`config.mk`:
```
export PLATFORM = sky130hd
export DESIGN_NAME = button_conditioner
export DESIGN_NICKNAME = d
export VERILOG_FILES = /design/src/rtl/lighting_pkg.sv /design/src/rtl/button_conditioner_sync_2ff.sv /design/src/rtl/button_conditioner.sv
export SDC_FILE = /design/constraint.sdc
export NUM_CORES = 1
export LEC_CHECK = 0
export ABC_AREA = 1
export BUFFER_PORTS_ARGS = -buffer_cell sky130_fd_sc_hd__buf_2
export CAP_MARGIN = 20
export CORE_UTILIZATION = 58
export CTS_CLUSTER_DIAMETER = 60
export DETAILED_ROUTE_END_ITERATION = 8
export PLACE_DENSITY = 0.84
export SYNTH_ARGS = -nofsm -noshare
export SYNTH_HDL_FRONTEND = slang
export SYNTH_SLANG_ARGS = --single-unit
```
`constraint.sdc`:
```
create_clock -name clk -period 1.8 [get_ports clk]
set_clock_uncertainty 0.1 [all_clocks]
set_input_delay 0 -clock clk [delete_from_list [all_inputs] [get_ports clk]]
set_output_delay 0 -clock clk [all_outputs]
set_load 0.01 [all_outputs]
```
`src/rtl/lighting_pkg.sv`:
```
// Shared definitions for the lighting front end and colour sequencer:
// auto-repeat phase type, default timing constants and colour codes.
package lighting_pkg;

  // Auto-repeat phase: waiting for the first repeat, then periodic repeats
  typedef enum logic {
    RPT_DELAY  = 1'b0,
    RPT_PERIOD = 1'b1
  } rpt_phase_t;

  // Default timing (clock cycles)
  localparam int unsigned DEF_CNT_W           = 32'd16;
  localparam int unsigned DEF_DEBOUNCE_CYCLES = 32'd1000;
  localparam int unsigned DEF_REPEAT_DELAY    = 32'd50000;
  localparam int unsigned DEF_REPEAT_PERIOD   = 32'd20000;

  // Colour codes shared with the sequencer ({r,g,b} lamp enables)
  localparam logic [2:0] COLOUR_OFF   = 3'b000;
  localparam logic [2:0] COLOUR_RED   = 3'b100;
  localparam logic [2:0] COLOUR_GREEN = 3'b010;
  localparam logic [2:0] COLOUR_BLUE  = 3'b001;
  localparam logic [2:0] COLOUR_WHITE = 3'b111;

endpackage

```
`src/rtl/button_conditioner_sync_2ff.sv`:
```
// Generic two-flop synchroniser with asynchronous active-high reset.
// A value sampled on edge E0 is visible on q after edge E1.
module sync_2ff #(
  parameter int unsigned WIDTH = 32'd1
) (
  input  logic             clk,
  input  logic             rst,
  input  logic [WIDTH-1:0] d,
  output logic [WIDTH-1:0] q
);

  logic [WIDTH-1:0] s1_r;
  logic [WIDTH-1:0] s2_r;

  // Two-stage metastability filter
  always_ff @(posedge clk or posedge rst) begin
    if (rst) begin
      s1_r <= '0;
      s2_r <= '0;
    end else begin
      s1_r <= d;
      s2_r <= s1_r;
    end
  end

  assign q = s2_r;

endmodule

```
`src/rtl/button_conditioner.sv`:
```
// Push-button conditioner feeding the lighting sequencer's button input.
// Synchronises a raw bouncy button, debounces it into `pressed`, and emits
// a one-cycle `step` pulse per debounced press.
// Optional build macro BUTTON_CONDITIONER_AUTO_REPEAT_EN adds auto-repeat
// pulses while the button stays pressed.
module button_conditioner
  import lighting_pkg::*;
#(
  parameter int unsigned CNT_W           = DEF_CNT_W,
  parameter int unsigned DEBOUNCE_CYCLES = DEF_DEBOUNCE_CYCLES,
  parameter int unsigned REPEAT_DELAY    = DEF_REPEAT_DELAY,
  parameter int unsigned REPEAT_PERIOD   = DEF_REPEAT_PERIOD
) (
  input  logic clk,
  input  logic rst,
  input  logic btn_in,
  output logic pressed,
  output logic step
);

  localparam logic [CNT_W-1:0] CNT_ONE  = CNT_W'(32'd1);
  localparam logic [CNT_W-1:0] DEB_LAST = CNT_W'(DEBOUNCE_CYCLES - 32'd1);

  logic             btn_sync_s;
  logic [CNT_W-1:0] deb_cnt_r;
  logic [CNT_W-1:0] deb_cnt_nxt_s;
  logic             pressed_r;
  logic             pressed_nxt_s;
  logic             step_r;
  logic             step_nxt_s;
  logic             rise_s;
  logic             rpt_fire_s;

  sync_2ff #(
    .WIDTH(32'd1)
  ) u_sync (
    .clk (clk),
    .rst (rst),
    .d   (btn_in),
    .q   (btn_sync_s)
  );

  // Debounce: pressed follows the synchronised input only after it has
  // disagreed for DEBOUNCE_CYCLES consecutive cycles
  always_comb begin
    deb_cnt_nxt_s = deb_cnt_r;
    pressed_nxt_s = pressed_r;
    if (btn_sync_s == pressed_r) begin
      deb_cnt_nxt_s = '0;
    end else if (deb_cnt_r == DEB_LAST) begin
      pressed_nxt_s = btn_sync_s;
      deb_cnt_nxt_s = '0;
    end else begin
      deb_cnt_nxt_s = deb_cnt_r + CNT_ONE;
    end
  end

  assign rise_s = pressed_nxt_s & ~pressed_r;

`ifdef BUTTON_CONDITIONER_AUTO_REPEAT_EN
  localparam logic [CNT_W-1:0] RPT_DELAY_LAST  = CNT_W'(REPEAT_DELAY - 32'd1);
  localparam logic [CNT_W-1:0] RPT_PERIOD_LAST = CNT_W'(REPEAT_PERIOD - 32'd1);

  rpt_phase_t       rpt_phase_r;
  rpt_phase_t       rpt_phase_nxt_s;
  logic [CNT_W-1:0] rpt_cnt_r;
  logic [CNT_W-1:0] rpt_cnt_nxt_s;

  // Repeat timer: restarts on the press pulse and is held clear whenever
  // the debounced level is (or is about to become) low, so a release edge
  // can never coincide with a repeat pulse
  always_comb begin
    rpt_cnt_nxt_s   = rpt_cnt_r;
    rpt_phase_nxt_s = rpt_phase_r;
    rpt_fire_s      = 1'b0;
    if (!pressed_nxt_s || rise_s) begin
      rpt_cnt_nxt_s   = '0;
      rpt_phase_nxt_s = RPT_DELAY;
    end else begin
      case (rpt_phase_r)
        RPT_DELAY: begin
          if (rpt_cnt_r == RPT_DELAY_LAST) begin
            rpt_fire_s      = 1'b1;
            rpt_cnt_nxt_s   = '0;
            rpt_phase_nxt_s = RPT_PERIOD;
          end else begin
            rpt_cnt_nxt_s = rpt_cnt_r + CNT_ONE;
          end
        end
        RPT_PERIOD: begin
          if (rpt_cnt_r == RPT_PERIOD_LAST) begin
            rpt_fire_s    = 1'b1;
            rpt_cnt_nxt_s = '0;
          end else begin
            rpt_cnt_nxt_s = rpt_cnt_r + CNT_ONE;
          end
        end
        default: begin
          rpt_cnt_nxt_s   = '0;
          rpt_phase_nxt_s = RPT_DELAY;
        end
      endcase
    end
  end

  // Repeat timer state
  always_ff @(posedge clk or posedge rst) begin
    if (rst) begin
      rpt_cnt_r   <= '0;
      rpt_phase_r <= RPT_DELAY;
    end else begin
      rpt_cnt_r   <= rpt_cnt_nxt_s;
      rpt_phase_r <= rpt_phase_nxt_s;
    end
  end
`else
  assign rpt_fire_s = 1'b0;

  // Repeat timing has no effect in this build; the parameters stay in the
  // interface so both builds share one parameter list
  if (REPEAT_DELAY == 32'd0 || REPEAT_PERIOD == 32'd0) begin : g_repeat_unused
  end
`endif

  // A pulse directly after a pulse is dropped so step is never high on two
  // consecutive cycles, even for degenerate one-cycle repeat timing
  assign step_nxt_s = (rise_s | rpt_fire_s) & ~step_r;

  // Debounce counter and registered outputs
  always_ff @(posedge clk or posedge rst) begin
    if (rst) begin
      deb_cnt_r <= '0;
      pressed_r <= 1'b0;
      step_r    <= 1'b0;
    end else begin
      deb_cnt_r <= deb_cnt_nxt_s;
      pressed_r <= pressed_nxt_s;
      step_r    <= step_nxt_s;
    end
  end

  assign pressed = pressed_r;
  assign step    = step_r;

endmodule

```
==> results.toml, run 1 <==
[status]
status = "finished clean"

[sta]
maxSlewViolCount = 0
worst_pin_slew_ns = 0.748
fin_crit_ns = 1.47
max-slew-margin-rel = 0.501
hold_viol = 0
setup-tns-final_ns = 0
fmax_mhz = 682
grt_setup_unrepaired = "no"
timing.final.crit_share = 0.814
setup_slack_ns = 0.334
setup_viol = 0

[grt]
grt_usage = 0.238
antenna_found_initial = 0
grt_overflow = 0
grt_pass1_wl_microns = 3280
grt_max_degree = 21
first_global_vias = 771

[synth]
yosysWarnings = 0
ys_ff_latch = 20
synth_fa_ha_area_frac = 0.0122
synth.distinct_cells = 19
synth.avg_cell_area_sq_um = 7.86
synth_top_family_by_area = "simple AND/OR/NAND/NOR gates"
syn-cell-area_sq_mm = 0.00102
synth_fp_nets = 134
ys_seq_area_frac = 0.490
synth-simple-area-share = 0.357
synthXorXnorAreaFrac = 0.0428
synthMuxAreaShare = 0
synth_compound_area_frac = 0.0465
synth_cells = 130

[route]
drt-wirelength-per-cell_microns = 11.6
drtAntennaViolNets = 0
dr.first_iter.drc_count = 27
remaining_drc_errors = 0
wl_microns = 1810
num_vias = 829
dr.pass1.iters = 4
vias_per_cell = 5.31

[setup_path]
slowest_delay_ns = 0.40
startpoint = "deb_cnt_r[0]$_DFF_PP0_"
r2r_start = "deb_cnt_r[0]$_DFF_PP0_"
worst-setup-path-type = "flop to flop"
arrival_ns = 1.57
crit_path_end_kind = "flop"
crit_required_ns = 1.90
cp_cell_sequence = "ha_1 > nand3_1 > inv_1 > nand2_1 > nor2_1 > nand2_1 > nand2_1 > nor2_1"
cp_max_fo = 4
critPathLaunchType = "flop"
rr_endpoint = "deb_cnt_r[10]$_DFF_PP0_"
reg2reg_slack_ns = 0.33
rr_worst_depth = 8
cp_slowest_cell = "dfrtp_1"
cp_common_cell = "nand2_1"

[power]
switching_share = 0.200
p_comb_frac = 0.042
p_leak_uw = 0.000532
p_switching_uw = 173
p_per_area_mw_per_mm2 = 764
power_uw = 867
vdd_drop_max_mv = 1.01
seq_power_share = 0.533
p_int_uw = 694
clock_power_share = 0.425

[floorplanning]
core-area_sq_mm = 0.00158
die_y_microns = 44.0
die_area_sq_mm = 0.00193
start_util = 0.648
die_x_microns = 44.0
ios = 5
row_count = 14

[place]
io_buffers = 4
gp_congestion = 0.813
dp_cells = 150
dp_hpwl_microns = 1320
dp_slack_ns = 0.360

[clock_tree]
cts_tree = "built"
clock_path_buffers = 2
numCtsBuffers = 3
clk_pin_slew_ns = 0.11
cts_htree_levels = 1
clockRootBuffer = "clkbuf_4"
cts_resized = 0
clock-sinks = 20
insertion_delay_ns = 0.31

[flow_run]
maxCapViolCount = 0

[min_path]
min_to = "u_sync.s1_r$_DFF_PP0_"
hold_path.class = "primary input to flop"
hp-start = "btn_in"
worst_hold_path.num_cells = 2

[finish]
area_growth_pct = 11.0
layout.cells.non_filler = 156
drive_gt1_frac = 0.121
finish.utilization = 0.720
nets = 145
antenna_cells = 0
-- repair_timing --
item	CTS	global route
endpoints found under the hold margin	21	0
hold buffers	2	0
setup buffers	0	0
-- power by group through the flow --
stage	logic, uW	clock network, uW	registers [uW]
floorplan	24.6	0	470
global placement	32.3	0	471
detailed placement	33.2	0	471
CTS	36.5	371	462
global route	42.4	389	464
finish	36.5	369	462
-- cell type report --
cell class | count | area, sq um
sequential | 20 | 500
multi-input combinational | 96 | 469
fill | 119 | 442
inverter | 14 | 52.6
timing repair buffer | 6 | 40.0
clock inverter | 1 | 30.0
clock buffer | 3 | 22.5
tap | 16 | 20.0
-- routing by layer --
metal,track usage,wire length [microns],up-vias
met1,0.336,858,372
met5,0,0,-
met2,0.364,848,25
li1,-,-,427
met3,0.0375,70,5
met4,0.109,35,0
-- per-stage QoR --
step,hold slack (ns),cell area [sq um]
2_1_floorplan,-0.136,1020
3_3_place_gp,0.00951,1060
3_5_place_dp,0.0126,1060
4_1_cts,0.228,1130
5_1_grt,0.224,1130
6_report,0.225,1130
-- worst max-delay path by stage --
stage / to / cells past startpoint
finish: deb_cnt_r[10]$_DFF_PP0_ / 8
global route: deb_cnt_r[10]$_DFF_PP0_ / 8
CTS: deb_cnt_r[10]$_DFF_PP0_ / 8
detailed placement: deb_cnt_r[10]$_DFF_PP0_ / 8
global placement: deb_cnt_r[8]$_DFF_PP0_ / 6
floorplan: deb_cnt_r[8]$_DFF_PP0_ / 6
-- cell usage after synthesis --
library cell	number	area, sq um
nand2_1	32	120
nor2_1	29	109
dfrtp_1	20	500
inv_1	14	52.6
nand3_1	6	30.0
nand4_1	4	25.0
nor2_2	3	18.8
o21bai_1	3	22.5
xor2_1	3	26.3
a21oi_1	2	10.0
nand2_2	2	12.5
nand2_4	2	22.5
nor3_1	2	10.0
o21ai_1	2	10.0
xnor2_1	2	17.5
ha_1	1	12.5
nor2_4	1	11.3
o21ai_0	1	5.00
or2_2	1	6.26
-- worst max-delay path: cells and delay by family (launching register included) --
kind,cells,cell delay (ns)
AND/OR/NAND/NOR,6,0.51
buffers and inverters,1,0.14
adder cells (fa/ha/maj),1,0.20
flip-flops,1,0.40
-- placed cells by master (no fill, tap or decap) --
cell type and instances:
a21oi_1 2, buf_2 4, bufinv_16 1, clkbuf_4 3
dfrtp_1 20, dlygate4sd3_1 2, ha_1 1, inv_1 14
nand2_1 32, nand2_2 2, nand2_4 2, nand3_1 6
nand4_1 4, nor2_1 29, nor2_2 3, nor2_4 1
nor3_1 2, o21ai_0 1, o21ai_1 2, o21bai_1 3
or2_2 1, xnor2_1 2, xor2_1 3
-- registers in the layout, indices dropped and copies added (netlist names) --
signal	cells
pressed	1
deb_cnt_r	16
u_sync.q	1
step	1
u_sync.s1_r	1
-- logic make-up after synthesis --
group	after synthesis
xor+xnor	5
buf+inv	14
fa+ha+maj	1
flops	20
simple gates	82
compound gates	8
No activity file was read; power rests on OpenSTA's default activity.
==> run 2, diff against run 1 <==
clock period = 1.4 ns   (was 1.8 ns; I/O delays follow)
==> results.toml, run 2 (synthesis results as in run 1) <==
[route]
drt-wirelength-per-cell_microns = 14.7
wl_microns = 2440
dr.first_iter.drc_count = 35
remaining_drc_errors = 0
vias_per_cell = 5.61
num_vias = 931
dr.pass1.iters = 4
drtAntennaViolNets = 0

[sta]
hold_viol = 0
setup_viol = 9
max-slew-margin-rel = 0.827
setup_slack_ns = -0.0956
grt_setup_unrepaired = "yes"
maxSlewViolCount = 0
fmax_mhz = 669
timing.final.crit_share = 1.07
fin_crit_ns = 1.50
worst_pin_slew_ns = 0.260

[place]
dp_cells = 152
io_buffers = 4
dp_hpwl_microns = 1360
gp_congestion = 0.822

[min_path]
hold_path.class = "primary input to flop"
worst_hold_path.num_cells = 2

[grt]
grt_pass1_wl_microns = 3560
antenna_found_initial = 0
grt_max_degree = 20
first_global_vias = 821
grt_overflow = 0
grt_usage = 0.257

[clock_tree]
cts_tree = "built"
clock_path_buffers = 2
clk_pin_slew_ns = 0.11
cts_htree_levels = 1
clockRootBuffer = "clkbuf_4"
clock-sinks = 20
numCtsBuffers = 3
insertion_delay_ns = 0.31

[setup_path]
critPathLaunchType = "flop"
crit_path_end_kind = "flop"
crit_required_ns = 1.51
arrival_ns = 1.60
rr_worst_depth = 6
cp_max_fo = 3
worst-setup-path-type = "flop to flop"

[floorplanning]
die_y_microns = 44.0
start_util = 0.648
row_count = 14
core-area_sq_mm = 0.00158
ios = 5
die_area_sq_mm = 0.00193
die_x_microns = 44.0

[finish]
drive_gt1_frac = 0.267
final_common_cell = "nand2_1"
largest_reg_flops = 16
final_cell_mix = "nand2_1 (29), nor2_1 (22), dfrtp_1 (20), inv_1 (12), buf_4 (9)"
layout.cells.non_filler = 166
regMostFlops = "deb_cnt_r"
antenna_cells = 0
nets = 155
finish.utilization = 0.795
area_growth_pct = 22.6
nFillCells = 90

[status]
failed_checks = "setup timing"
status = "finished, violations left"

[power]
p_per_area_mw_per_mm2 = 802
vdd_drop_max_mv = 0.681
p_leak_uw = 0.000572

[flow_run]
maxCapViolCount = 0
run 2: cell count changes in the layout (fill, tap and decap cells not counted), moves of 2 or more:
cell | before | now
buf_4 | 0 | 9
inv_1 | 14 | 12
inv_2 | 0 | 2
nand2_1 | 32 | 29
nand2_2 | 2 | 5
nor2_1 | 29 | 22
nor2_2 | 3 | 7
nor2_4 | 1 | 4
run 2: cell type report:
cell class,instances,area [sq um],area share
multi-input cells,96,527,0.420
flip-flops and latches,20,500,0.399
repair buffers,16,118,0.0938
inverters,14,52.6,0.0419
clock buffers,4,36.3,0.0289
well taps,16,20.0,0.0160
run 2: report_power, final:
part | total [uW] | leakage [uW] | switching, uW | internal [uW]
clock network | 346 | 0.0000210 | 187 | 159
registers | 597 | 0.000272 | 10.2 | 587
logic | 62.3 | 0.000278 | 37.7 | 24.6
total | 1010 | 0.000572 | 235 | 771
run 2: metrics by stage:
step	hold slack, ns	power (uW)	setup TNS [ns]	setup WS (ns)	area (sq um)
after floorplan	-0.136	636	0	0.109	1020
after global placement	-0.258	652	0	0.0384	1080
after detailed placement	-0.253	654	-0.0454	-0.0326	1080
after CTS	0.239	990	0	0.00284	1150
after global routing	0.232	1040	-0.989	-0.0991	1250
final	0.231	1010	-0.168	-0.0956	1250
run 2: path summary, 6_finish.rpt:
kind / from / to / slack (ns)
max in group asynchronous: rst / deb_cnt_r[12]$_DFF_PP0_ / 0.22
min in group asynchronous: rst / u_sync.s1_r$_DFF_PP0_ / 0.56
worst max register to register: deb_cnt_r[1]$_DFF_PP0_ / deb_cnt_r[4]$_DFF_PP0_ / -0.1
worst min-delay path: btn_in / u_sync.s1_r$_DFF_PP0_ / 0.23
worst max-delay path: deb_cnt_r[1]$_DFF_PP0_ / deb_cnt_r[4]$_DFF_PP0_ / -0.1
worst min register to register: u_sync.s1_r$_DFF_PP0_ / u_sync.q$_DFF_PP0_ / 0.26
run 2: critical path, stage by stage (launching register included):
cell	delay [ns]
dfrtp_1	0.44
ha_4	0.18
nand3_2	0.13
inv_2	0.11
buf_4	0.11
o21ai_0	0.08
a21oi_1	0.24
run 2: layer usage:
layer  vias up  track usage  part of all wire
met4         0       0.0727             0.038
met3        12       0.0625             0.044
met1       438        0.342              0.43
met2        33        0.424              0.49
li1        448            -                 -
met5         -            0                 0
run 2: timing repair:
action	4_1_cts	5_1_grt
resized for setup	4	14
endpoints found under the setup margin	3	14
hold endpoints to repair	21	0
hold buffers	3	0
pin swaps	0	5
setup buffers	0	7
==> run 3, diff against run 2 <==
CORE_UTILIZATION = 60   (was 58)
PLACE_DENSITY = 0.86   (was 0.84)
clock period = 1.8 ns   (was 1.4 ns; I/O delays follow)
==> results.toml, run 3 (synthesis results as in run 1) <==
[place]
io_buffers = 4
dp_hpwl_microns = 1440
dp_cells = 150
gp_congestion = 0.806

[sta]
grt_setup_unrepaired = "no"
fin_crit_ns = 1.52
fmax_mhz = 657
setup-tns-final_ns = 0
holdWs_ns = 0.222
setup_viol = 0
hold_viol = 0
max-slew-margin-rel = 0.518
worst_pin_slew_ns = 0.722
maxSlewViolCount = 0
timing.final.crit_share = 0.846

[floorplanning]
core-area_sq_mm = 0.00154
start_util = 0.663
ios = 5
die_x_microns = 43.3
die_area_sq_mm = 0.00187
die_y_microns = 43.3
row_count = 14

[flow_run]
maxCapViolCount = 0

[setup_path]
startpoint = "deb_cnt_r[0]$_DFF_PP0_"
cp_max_fo = 4
rr_endpoint = "deb_cnt_r[10]$_DFF_PP0_"
crit_end = "deb_cnt_r[10]$_DFF_PP0_"
rr_worst_depth = 8
crit_required_ns = 1.89
r2r_start = "deb_cnt_r[0]$_DFF_PP0_"
reg2reg_slack_ns = 0.28
crit_path_end_kind = "flop"
arrival_ns = 1.62
critPathLaunchType = "flop"
worst-setup-path-type = "flop to flop"

[grt]
grt_pass1_wl_microns = 3550
grt_overflow = 0
antenna_found_initial = 0
grt_max_degree = 21
grt_usage = 0.253
first_global_vias = 852

[power]
p_per_area_mw_per_mm2 = 763
power_uw = 866
p_leak_uw = 0.000532
vdd_drop_max_mv = 0.674

[finish]
layout.cells.non_filler = 156
final_cell_mix = "nand2_1 (32), nor2_1 (29), dfrtp_1 (20), inv_1 (14), nand3_1 (6)"
nFillCells = 110
regMostFlops = "deb_cnt_r"
nets = 145
area_growth_pct = 11.0
drive_gt1_frac = 0.121
antenna_cells = 0
final_common_cell = "nand2_1"
largest_reg_flops = 16

[route]
dr.first_iter.drc_count = 20
wl_met2_microns = 1010
drtAntennaViolNets = 0
drt-wirelength-per-cell_microns = 12.6
num_vias = 849
highest_layer = "met4"
wl_microns = 1960
remaining_drc_errors = 0
route.met3.wl_microns = 109
dr.pass1.iters = 4
vias_per_cell = 5.44
routedLengthMet1_microns = 812

[clock_tree]
cts_htree_levels = 1
cts_tree = "built"
clockRootBuffer = "clkbuf_4"
clock_path_buffers = 2
clk_pin_slew_ns = 0.12
clock-sinks = 20
insertion_delay_ns = 0.30
numCtsBuffers = 3

[min_path]
hold_path.class = "primary input to flop"

[status]
status = "finished clean"
-- run 3: layout make-up --
| cell class | count | area, sq um | share of cell area |
|---|---|---|---|
| Tap cell | 16 | 20.0 | 0.0176 |
| Timing Repair Buffer | 6 | 40.0 | 0.0353 |
| Clock buffer | 3 | 22.5 | 0.0198 |
| Multi-Input combinational cell | 96 | 469 | 0.413 |
| Clock inverter | 1 | 30.0 | 0.0265 |
| Inverter | 14 | 52.6 | 0.0463 |
| Sequential cell | 20 | 500 | 0.441 |
-- run 3: through the flow --
stage / instance area [sq um] / worst slack [ns] / util
floorplan: 1020 / 0.509 / -
global placement: 1060 / 0.414 / 0.689
detailed placement: 1060 / 0.332 / 0.689
CTS: 1130 / 0.304 / 0.736
global route: 1130 / 0.166 / 0.736
finish: 1130 / 0.278 / 0.736
-- run 3: how the worst min path moves through the flow --
stage	startpoint	to	slack, ns	cells after the start
final	btn_in	u_sync.s1_r$_DFF_PP0_	0.22	2
after global routing	btn_in	u_sync.s1_r$_DFF_PP0_	0.26	2
after CTS	btn_in	u_sync.s1_r$_DFF_PP0_	0.24	2
after detailed placement	btn_in	u_sync.s1_r$_DFF_PP0_	0.01	1
after global placement	btn_in	u_sync.s1_r$_DFF_PP0_	0.009	1
after floorplan	rst	deb_cnt_r[0]$_DFF_PP0_	-0.14	1
-- run 3: where the power goes --
part	switching (uW)	leakage [uW]	internal, uW
logic	25.0	0.000232	12.2
registers	6.56	0.000272	457
clock network	140	0.0000279	225
-- run 3: layer usage --
metal / up-vias / GRT usage
li1: 425 / -
met4: 0 / 0.103
met5: - / 0
met1: 389 / 0.328
met2: 31 / 0.427
met3: 4 / 0.0298
-- run 3: repair_timing --
action / CTS / global route
setup endpoints to repair: 0 / 0
hold buffers: 2 / 0
setup buffers: 0 / 0
endpoints found under the hold margin: 21 / 0
resized for setup: 0 / 0
-- run 3: critical path: stages, from the launching register on --
cell and delay (ns):
dfrtp_1 0.41, ha_1 0.21, nand3_1 0.16, inv_1 0.15, nand2_1 0.11, nor2_1 0.11
nand2_1 0.06, nand2_1 0.06, nor2_1 0.04
